===== src/rtl/rr_grant_sequencer_8_if.sv =====
// Handshake bundle between the requesting agents and the round-robin grant sequencer.
// The slave modport is the sequencer's view; the master modport is the agents' view.
interface rr_grant_sequencer_8_if;
    logic [7:0] req;
    logic       done;
    logic       grant_valid;
    logic [2:0] grant_idx;
    logic       timeout_flag;

    modport master (
        output req,
        output done,
        input  grant_valid,
        input  grant_idx,
        input  timeout_flag
    );

    modport slave (
        input  req,
        input  done,
        output grant_valid,
        output grant_idx,
        output timeout_flag
    );
endinterface


===== src/rtl/rr_grant_sequencer_8.sv =====
// 8-requester round-robin arbiter with a grant-hold handshake.
// A grant is held until the holder signals done, withdraws its request, or
// holds it for TIMEOUT cycles. Every grant is followed by at least one idle
// cycle, so the downstream one-hot decoder always passes through all-zero.
module rr_grant_sequencer_8 #(
    parameter int unsigned TIMEOUT = 15
) (
    input logic                  clk,
    input logic                  rst,
    rr_grant_sequencer_8_if.slave bus
);

    localparam logic [0:0] S_IDLE  = 1'b0;
    localparam logic [0:0] S_GRANT = 1'b1;

    // A grant that started with cnt=0 has been valid for TIMEOUT cycles
    // once cnt reaches TIMEOUT-1.
    localparam logic [7:0] TO_LAST = 8'(TIMEOUT - 1);
    localparam logic       TO_EN   = (TIMEOUT != 0);

    logic [0:0] state_q, state_d;
    logic [2:0] ptr_q, ptr_d;
    logic [7:0] cnt_q, cnt_d;
    logic       grant_valid_q, grant_valid_d;
    logic [2:0] grant_idx_q, grant_idx_d;
    logic       timeout_flag_q, timeout_flag_d;

    logic       pick_found;
    logic [2:0] pick_idx;
    logic [2:0] cand;
    logic       rel_user;
    logic       rel_to;

    // Round-robin search: first requester at or after ptr, wrapping 7 -> 0.
    always_comb begin
        pick_found = 1'b0;
        pick_idx   = ptr_q;
        cand       = '0;
        for (int unsigned i = 0; i < 8; i++) begin
            cand = ptr_q + 3'(i);
            if (!pick_found && bus.req[cand]) begin
                pick_found = 1'b1;
                pick_idx   = cand;
            end
        end
    end

    // Release conditions; done or withdrawal masks the timeout pulse.
    always_comb begin
        rel_user = bus.done | ~bus.req[grant_idx_q];
        rel_to   = TO_EN && (cnt_q == TO_LAST);
    end

    // Next-state logic for the IDLE/GRANT sequencer.
    always_comb begin
        state_d        = state_q;
        ptr_d          = ptr_q;
        cnt_d          = cnt_q;
        grant_valid_d  = grant_valid_q;
        grant_idx_d    = grant_idx_q;
        timeout_flag_d = 1'b0;
        case (state_q)
            S_IDLE: begin
                if (pick_found) begin
                    state_d       = S_GRANT;
                    grant_valid_d = 1'b1;
                    grant_idx_d   = pick_idx;
                    cnt_d         = '0;
                end
            end
            S_GRANT: begin
                if (rel_user || rel_to) begin
                    state_d        = S_IDLE;
                    grant_valid_d  = 1'b0;
                    ptr_d          = grant_idx_q + 3'd1;
                    timeout_flag_d = rel_to & ~rel_user;
                end else if (cnt_q != 8'hFF) begin
                    cnt_d = cnt_q + 8'd1;
                end
            end
            default: begin
                state_d       = S_IDLE;
                grant_valid_d = 1'b0;
            end
        endcase
    end

    // State registers with asynchronous active-high reset.
    always_ff @(posedge clk or posedge rst) begin
        if (rst) begin
            state_q        <= S_IDLE;
            ptr_q          <= '0;
            cnt_q          <= '0;
            grant_valid_q  <= 1'b0;
            grant_idx_q    <= '0;
            timeout_flag_q <= 1'b0;
        end else begin
            state_q        <= state_d;
            ptr_q          <= ptr_d;
            cnt_q          <= cnt_d;
            grant_valid_q  <= grant_valid_d;
            grant_idx_q    <= grant_idx_d;
            timeout_flag_q <= timeout_flag_d;
        end
    end

    assign bus.grant_valid  = grant_valid_q;
    assign bus.grant_idx    = grant_idx_q;
    assign bus.timeout_flag = timeout_flag_q;

endmodule

===== src/flat_wrapper.sv =====
// flat-port wrapper written by rule: the top's interface ports become plain ports
module rr_grant_sequencer_8_flat 
#(
    parameter int unsigned TIMEOUT = 15
)
  (clk, rst, bus_req, bus_done, bus_grant_valid, bus_grant_idx, bus_timeout_flag);
  rr_grant_sequencer_8_if bus_i ();
  input logic clk;
  input logic rst;
  input wire logic [$bits(bus_i.req)-1:0] bus_req;
  input wire logic [$bits(bus_i.done)-1:0] bus_done;
  output wire logic [$bits(bus_i.grant_valid)-1:0] bus_grant_valid;
  output wire logic [$bits(bus_i.grant_idx)-1:0] bus_grant_idx;
  output wire logic [$bits(bus_i.timeout_flag)-1:0] bus_timeout_flag;
  assign bus_i.req = bus_req;
  assign bus_i.done = bus_done;
  assign bus_grant_valid = bus_i.grant_valid;
  assign bus_grant_idx = bus_i.grant_idx;
  assign bus_timeout_flag = bus_i.timeout_flag;
  rr_grant_sequencer_8 #(.TIMEOUT(TIMEOUT)) u_core (.clk(clk), .rst(rst), .bus(bus_i));
endmodule

===== config.mk =====
export PLATFORM = sky130hd
export DESIGN_NAME = rr_grant_sequencer_8_flat
export DESIGN_NICKNAME = d
export VERILOG_FILES = /design/src/rtl/rr_grant_sequencer_8_if.sv /design/src/rtl/rr_grant_sequencer_8.sv /design/src/flat_wrapper.sv
export SDC_FILE = /design/constraint.sdc
export NUM_CORES = 1
export LEC_CHECK = 0
export ABC_CLOCK_PERIOD_IN_PS = 6900
export BUFFER_PORTS_ARGS = -buffer_cell sky130_fd_sc_hd__buf_2
export CAP_MARGIN = 10
export CORE_MARGIN = 2
export CORE_UTILIZATION = 50
export CTS_BUF_LIST = sky130_fd_sc_hd__clkbuf_2 sky130_fd_sc_hd__clkbuf_4 sky130_fd_sc_hd__clkbuf_8
export CTS_CLUSTER_SIZE = 14
export DETAILED_ROUTE_END_ITERATION = 6
export GPL_TIMING_DRIVEN = 0
export PLACE_DENSITY = 0.69
export SLEW_MARGIN = 10
export SYNTH_ARGS = -nofsm -noshare
export SYNTH_HDL_FRONTEND = slang
export SYNTH_SLANG_ARGS = --single-unit

===== constraint.sdc =====
create_clock -name clk -period 6.9 [get_ports clk]
set_clock_uncertainty 0.05 [all_clocks]
set_input_delay 1.38 -clock clk [delete_from_list [all_inputs] [get_ports clk]]
set_output_delay 1.38 -clock clk [all_outputs]
set_load 0.05 [all_outputs]

==> run metrics, run 1 <==
HP Class reg2reg; max_cap viols 0; number of failing setup endpoints in the final timing report 0; Avg Cell Area, Syn 10.0 sq um; clk sinks 17; count of different cell masters after synthesis 58; IR Drop Worst-Case VDD 276 uV; end of the worst hold path u_core.bus.grant_valid$_DFFE_PP0P_; number of synthesized flops with an enable pin 0; combinational family with the most area after synthesis multiplexers; power share of the clock group 6.4%; final max-slew violation count 0; top-area cell type share of the netlist area 22.0%; syn_nets 209; vias 1712; start of the worst register-to-register path u_core.ptr_q[1]$_DFFE_PP0P_; worst reg2reg endpoint u_core.cnt_q[6]$_DFFE_PP0P_; Final Hold Slack 0.459 ns; hold_buf cts 0; clock tree root driver cell sky130_fd_sc_hd__clkbuf_8; flip-flop and latch count after synthesis 17; final standard cell count with taps included and fillers excluded 260; post-synthesis share of cell area spent on and, or, nand and nor gates 18.5%; WHS Path Cells 1; Arrival @ worst endpoint 4.17 ns; maximum root-to-sink buffer count 2; number of diodes 0; total global routing track utilization 24.3%; worst slew margin relative to its limit 57.5%; antenna viol nets, final 0; commonest cells after routing, fill and taps aside sky130_fd_sc_hd__buf_2, sky130_fd_sc_hd__dfrtp_1, sky130_fd_sc_hd__nand2_1, sky130_fd_sc_hd__a21oi_1, sky130_fd_sc_hd__mux4_2; PnR Total Power 0.00121 W; overflow left after global routing 0; FF-to-FF path depth 13; setup bufs post-CTS 0; Final Cell Area 2110 sq um; Req. time, crit path 7.03 ns; internal power 0.000595 W; Worst-Margin Slew 0.637 ns; Final Routed Wirelength 4.83 mm; first-iteration detailed-routing DRC count 118; Post-DP Area 2070 sq um; Inserted Clock Buffers 3; parity-gate share of the synthesized area counting xor and xnor cells 1.81%; Vert. Die Dim 66.1 microns; area fraction in compound gates after synthesis 18.9%; area enclosed by the die boundary 4370 sq um; placed instance count 256; kind of start point of the critical path flop; insertion delay of the later-clocked pin in the worst-skew pair 0.26 ns; GPL Wtd Cong 0.885; yosys warns 0; net switching component of the power 0.000617 W; Comb power frac 79.3%; switching share of power 50.9%; number of cells upsized or downsized after cts 0; residual DRC count 0; Setup Total Neg Slack 0 ns; Hold Fails Final Rpt 0; setup repair after global routing missed its margin no; vias in the first global route 1708; fraction of the mapped netlist area in adder cells 3.24%; library cell with the largest summed area after synthesis sky130_fd_sc_hd__dfrtp_1; initial standard-cell utilization of the core 52.3%; power per cell area 574 nW/um^2; multiplexer fraction of the synthesized cell area 28.5%; Period minus WS final 4.04 ns; post-synthesis async set-or-reset flop share 100%; kind of capture point of the worst setup path flop; cells after synthesis 193; Peak Freq 0.247 GHz; wire length of the first global-routing pass 8.21 mm; growth of design area from synthesis to finish 9.40%; num ports 16; chip width 66.1 microns; ranking of synthesized cells by area sky130_fd_sc_hd__dfrtp_1, sky130_fd_sc_hd__mux4_2, sky130_fd_sc_hd__mux2i_1; share of layout cells above drive strength 1 26.4%; maximum number of pins on one net before global-route repair 18; register area share after synthesis 22.0%; number of vias per cell after detailed routing 6.58; Flop pwr share 14.3%; Final Cycle Share 58.6%; iteration count of the initial detailed-routing pass 4; leak pwr 0.846 nW; per-cell routed wire length 18.6 microns; commonest register cell after synthesis sky130_fd_sc_hd__dfrtp_1; Port Buf Inserts 15; antenna violations before repair 0; placed wire-length estimate after detailed placement 3.60 mm; startpoint of the lowest-slack hold path u_core.bus.grant_valid$_DFFE_PP0P_; CTS tree done; number of core rows 22; final-stage net count 229; Reg2Reg Setup Slack 2.86 ns; post-synth design cell area 1930 sq um; floorplan core area 3690 sq um; clock transition at the register clock pins on the worst setup and hold paths after CTS 0.07 ns; Setup Crit Path Kind reg2reg; largest fanout on the critical path 10; run status finished, final reports clean; CTS H-Tree Depth 1
[Yosys cell counts, drive strengths merged (2+ instances only)]
cell type  number
a21oi          16
nor2           11
mux4           16
a21o            2
or3             2
a211oi          2
o41ai           2
o31ai           5
dfrtp          17
clkbuf          4
nor3            4
and2            2
o21a            2
inv             9
nand4           3
nor4            3
nand3           8
and3            2
ha              5
mux2i          12
nand3b          5
xnor2           3
nand2          16
nand2b          3
o21ai          10
buf             7
mux2            3
[cell families (layout without fill, tap and decap cells)]
family	count (synthesis)	in the layout
compound gates	50	50
xor+xnor	4	4
fa+ha+maj	5	5
buf+inv	20	39
flops	17	17
mux	31	31
simple gates	66	66
[area by class of cell]
type / instances / area, sq um
clock inverters: 1 / 5.00
plain buffers: 11 / 100
clock buffers: 3 / 41.3
fillers: 342 / 1580
multi-input cells: 156 / 1370
well taps: 48 / 60.1
flip-flops and latches: 17 / 425
inverters: 9 / 33.8
repair buffers: 15 / 75.1
[per-layer routing]
| layer | track usage, % | share of wire (%) | vias to the layer above |
|---|---|---|---|
| li1 | - | - | 788 |
| met1 | 31.4 | 43 | 864 |
| met2 | 40.1 | 50 | 50 |
| met3 | 4.43 | 4.3 | 10 |
| met4 | 9.95 | 1.8 | 0 |
| met5 | 0 | 0 | - |
[worst max path at each step]
stage	start	endpoint	slack [ns]	depth (start not counted)
2_1_floorplan	u_core.ptr_q[1]$_DFFE_PP0P_	u_core.cnt_q[4]$_DFFE_PP0P_	3.50	12
3_5_place_dp	u_core.ptr_q[1]$_DFFE_PP0P_	u_core.cnt_q[6]$_DFFE_PP0P_	2.93	13
6_report	u_core.ptr_q[1]$_DFFE_PP0P_	u_core.cnt_q[6]$_DFFE_PP0P_	2.86	13
5_1_grt	u_core.ptr_q[1]$_DFFE_PP0P_	u_core.cnt_q[6]$_DFFE_PP0P_	2.68	13
4_1_cts	u_core.ptr_q[1]$_DFFE_PP0P_	u_core.cnt_q[6]$_DFFE_PP0P_	2.91	13
3_3_place_gp	u_core.ptr_q[1]$_DFFE_PP0P_	u_core.cnt_q[4]$_DFFE_PP0P_	3.11	13
[state kept, by name (all words and copies together), names as in the netlist]
name,count
u_core.bus.grant_idx,3
u_core.bus.grant_valid,1
u_core.bus.timeout_flag,1
u_core.cnt_q,8
u_core.ptr_q,3
u_core.state_q,1
[power by group through the flow]
stage               combinational, W  clock [W]  sequential [W]
floorplan                   0.000737          0        0.000204
global placement            0.000911          0        0.000172
detailed placement          0.000950          0        0.000175
CTS                         0.000954  0.0000771        0.000174
global route                 0.00104  0.0000825        0.000181
finish                      0.000961  0.0000774        0.000174
[through the flow]
stage	setup WS (ns)	utilization [%]
after floorplan	3.50	-
after global placement	3.11	56.0
after detailed placement	2.93	56.0
after CTS	2.91	57.3
after global routing	2.68	57.3
final	2.86	57.3
[critical path: stages, from the launching register on]
cell,delay [ns]
sky130_fd_sc_hd__dfrtp_1,0.34
sky130_fd_sc_hd__buf_2,0.23
sky130_fd_sc_hd__clkbuf_1,0.48
sky130_fd_sc_hd__inv_1,0.27
sky130_fd_sc_hd__ha_1,0.47
sky130_fd_sc_hd__buf_6,0.20
sky130_fd_sc_hd__mux4_2,0.55
sky130_fd_sc_hd__mux2i_2,0.31
sky130_fd_sc_hd__nand2_2,0.10
sky130_fd_sc_hd__and4bb_4,0.41
sky130_fd_sc_hd__a21o_1,0.18
sky130_fd_sc_hd__buf_6,0.15
sky130_fd_sc_hd__o21ai_1,0.07
sky130_fd_sc_hd__a21oi_1,0.14
Note: power is estimated with default switching activity, not from simulation.
==> run 2: changes to the inputs <==
--- a/config.mk
+++ b/config.mk
@@ -5,7 +5,7 @@
 export SDC_FILE = /design/constraint.sdc
 export NUM_CORES = 1
 export LEC_CHECK = 0
-export ABC_CLOCK_PERIOD_IN_PS = 6900
+export ABC_CLOCK_PERIOD_IN_PS = 4100
 export BUFFER_PORTS_ARGS = -buffer_cell sky130_fd_sc_hd__buf_2
 export CAP_MARGIN = 10
 export CORE_MARGIN = 2
==> constraint.sdc (replaced) <==
create_clock -name clk -period 4.1 [get_ports clk]
set_clock_uncertainty 0.05 [all_clocks]
set_input_delay 0.82 -clock clk [delete_from_list [all_inputs] [get_ports clk]]
set_output_delay 0.82 -clock clk [all_outputs]
set_load 0.05 [all_outputs]
==> run 2 against run 1 <==
  * Register-to-register slack lost 2.4 ns
  * Final cell count shrank 0.38%
  * Setup slack lost 2.4 ns
  * Total power grew 68%
  * Sequential cell count is the same
  * Worst hold slack is essentially flat
  * Largest power group unchanged
  * Via count shrank 0.76%
  * Global-route usage is the same
  * Core utilization shrank 0.10 points
==> run metrics, run 2 (same netlist as run 1, synthesis figures left out) <==
leak pwr 0.845 nW (-0.14%); Setup Total Neg Slack 0 ns (unchanged); worst reg2reg endpoint u_core.cnt_q[6]$_DFFE_PP0P_; IR Drop Worst-Case VDD 505 uV (+83%); number of diodes 0 (unchanged); share of layout cells above drive strength 1 26.5% (+0.13 points); CTS H-Tree Depth 1 (unchanged); max_cap viols 0 (unchanged); clock tree root driver cell sky130_fd_sc_hd__clkbuf_8; end of the worst hold path u_core.bus.grant_valid$_DFFE_PP0P_; largest fanout on the critical path 18 (+8); maximum root-to-sink buffer count 2 (unchanged); Period minus WS final 3.63 ns (-0.409 ns); FF-to-FF path depth 12 (-1); placed wire-length estimate after detailed placement 3.60 mm (unchanged); overflow left after global routing 0 (unchanged); iteration count of the initial detailed-routing pass 4 (unchanged); wire length of the first global-routing pass 8.21 mm (unchanged); first-iteration detailed-routing DRC count 143 (+21%); CTS tree done; num ports 16 (unchanged); commonest cells after routing, fill and taps aside sky130_fd_sc_hd__buf_2, sky130_fd_sc_hd__dfrtp_1, sky130_fd_sc_hd__nand2_1, sky130_fd_sc_hd__a21oi_1, sky130_fd_sc_hd__mux4_2; setup bufs post-CTS 0 (unchanged); power per cell area 964 nW/um^2 (+68%); Peak Freq 0.275 GHz (+11%); Final Cell Area 2110 sq um (-0.18%); Port Buf Inserts 15 (unchanged); setup repair after global routing missed its margin no; Setup Crit Path Kind reg2reg; number of cells upsized or downsized after cts 0 (unchanged); Final Cycle Share 88.6% (+30 points); Vert. Die Dim 66.1 microns (unchanged); largest register by flop count u_core.cnt_q; Req. time, crit path 4.23 ns (-2.80 ns); Worst-Margin Slew 0.637 ns (-0.000341 ns); antenna violations before repair 0 (unchanged); chip width 66.1 microns (unchanged); clock transition at the register clock pins on the worst setup and hold paths after CTS 0.07 ns (about the same); HP Class reg2reg; total global routing track utilization 24.3% (unchanged); maximum number of pins on one net before global-route repair 18 (unchanged); startpoint of the lowest-slack hold path u_core.bus.grant_valid$_DFFE_PP0P_; run status finished, final reports clean; Arrival @ worst endpoint 3.76 ns (-0.41 ns); start of the worst register-to-register path u_core.ptr_q[1]$_DFFE_PP0P_; max reg flops 8 (unchanged); growth of design area from synthesis to finish 9.20%; final max-slew violation count 0 (unchanged); Post-DP Area 2070 sq um (unchanged); Inserted Clock Buffers 3 (unchanged); per-cell routed wire length 18.6 microns (about the same); kind of capture point of the worst setup path flop; final-stage net count 228 (-0.44%); Hold Fails Final Rpt 0 (unchanged); vias in the first global route 1708 (unchanged); number of vias per cell after detailed routing 6.56 (-0.38%); hold_buf cts 0 (unchanged); clk sinks 17 (unchanged); WHS Path Cells 1 (unchanged); Final Routed Wirelength 4.81 mm (-0.41%); residual DRC count 0 (unchanged); antenna viol nets, final 0 (unchanged); insertion delay of the later-clocked pin in the worst-skew pair 0.26 ns (about the same); worst slew margin relative to its limit 57.5% (about the same); vias 1699 (-0.76%); kind of start point of the critical path flop; area enclosed by the die boundary 4370 sq um (unchanged); number of core rows 22 (unchanged); number of failing setup endpoints in the final timing report 0 (unchanged); GPL Wtd Cong 0.885 (unchanged); Reg2Reg Setup Slack 0.47 ns (-2.39 ns); initial standard-cell utilization of the core 52.3% (unchanged); floorplan core area 3690 sq um (unchanged)
-- run 2: routing by layer --
layer | vias up | track usage, % | part of all wire, %
li1 | 785 | - | -
met1 | 846 | 31.4 | 43
met2 | 56 | 40.1 | 51
met3 | 12 | 4.43 | 4.4
met4 | 0 | 9.95 | 1.9
met5 | - | 0 | 0
-- run 2: worst max-delay path, stage by stage, from the launching register on --
cell and delay [ns]:
sky130_fd_sc_hd__dfrtp_1 0.34, sky130_fd_sc_hd__buf_2 0.37, sky130_fd_sc_hd__inv_1 0.23, sky130_fd_sc_hd__ha_1 0.45, sky130_fd_sc_hd__buf_6 0.19, sky130_fd_sc_hd__mux4_2 0.55, sky130_fd_sc_hd__mux2i_2 0.31, sky130_fd_sc_hd__nand2_2 0.10
sky130_fd_sc_hd__and4bb_4 0.41, sky130_fd_sc_hd__a21o_1 0.18, sky130_fd_sc_hd__buf_6 0.15, sky130_fd_sc_hd__o21ai_1 0.07, sky130_fd_sc_hd__a21oi_1 0.14
-- run 2: report_power, final --
group	internal [W]	switching (W)	total, W
registers	0.000226	0.0000655	0.000291
logic	0.000706	0.000904	0.00161
clock network	0.0000677	0.0000625	0.000130
-- run 2: area by class of cell --
type,instances,area [sq um]
Clock inverter,1,5.00
Timing Repair Buffer,15,75.1
Tap cell,48,60.1
Fill cell,343,1580
Sequential cell,17,425
Multi-Input combinational cell,156,1370
Buffer,10,96.3
Inverter,9,33.8
Clock buffer,3,41.3
-- run 2: worst max path at each step --
stage          slack (ns)                          end                   startpoint
5_1_grt              0.26  u_core.cnt_q[6]$_DFFE_PP0P_  u_core.ptr_q[1]$_DFFE_PP0P_
4_1_cts              0.11  u_core.cnt_q[6]$_DFFE_PP0P_  u_core.ptr_q[1]$_DFFE_PP0P_
2_1_floorplan        0.70  u_core.cnt_q[4]$_DFFE_PP0P_  u_core.ptr_q[1]$_DFFE_PP0P_
3_3_place_gp         0.31  u_core.cnt_q[4]$_DFFE_PP0P_  u_core.ptr_q[1]$_DFFE_PP0P_
6_report             0.47  u_core.cnt_q[6]$_DFFE_PP0P_  u_core.ptr_q[1]$_DFFE_PP0P_
3_5_place_dp         0.13  u_core.cnt_q[6]$_DFFE_PP0P_  u_core.ptr_q[1]$_DFFE_PP0P_
-- run 2: metrics by stage --
stage / instances / util (%) / hold slack [ns] / setup WS (ns) / total power (W)
3_3_place_gp: 256 / 56.0 / 0.410 / 0.307 / 0.00182
5_1_grt: 259 / 57.2 / 0.494 / 0.256 / 0.00218
6_report: 259 / 57.2 / 0.459 / 0.468 / 0.00203
4_1_cts: 260 / 57.3 / 0.464 / 0.110 / 0.00203
3_5_place_dp: 256 / 56.0 / 0.424 / 0.128 / 0.00189
2_1_floorplan: 193 / - / 0.412 / 0.698 / 0.00158
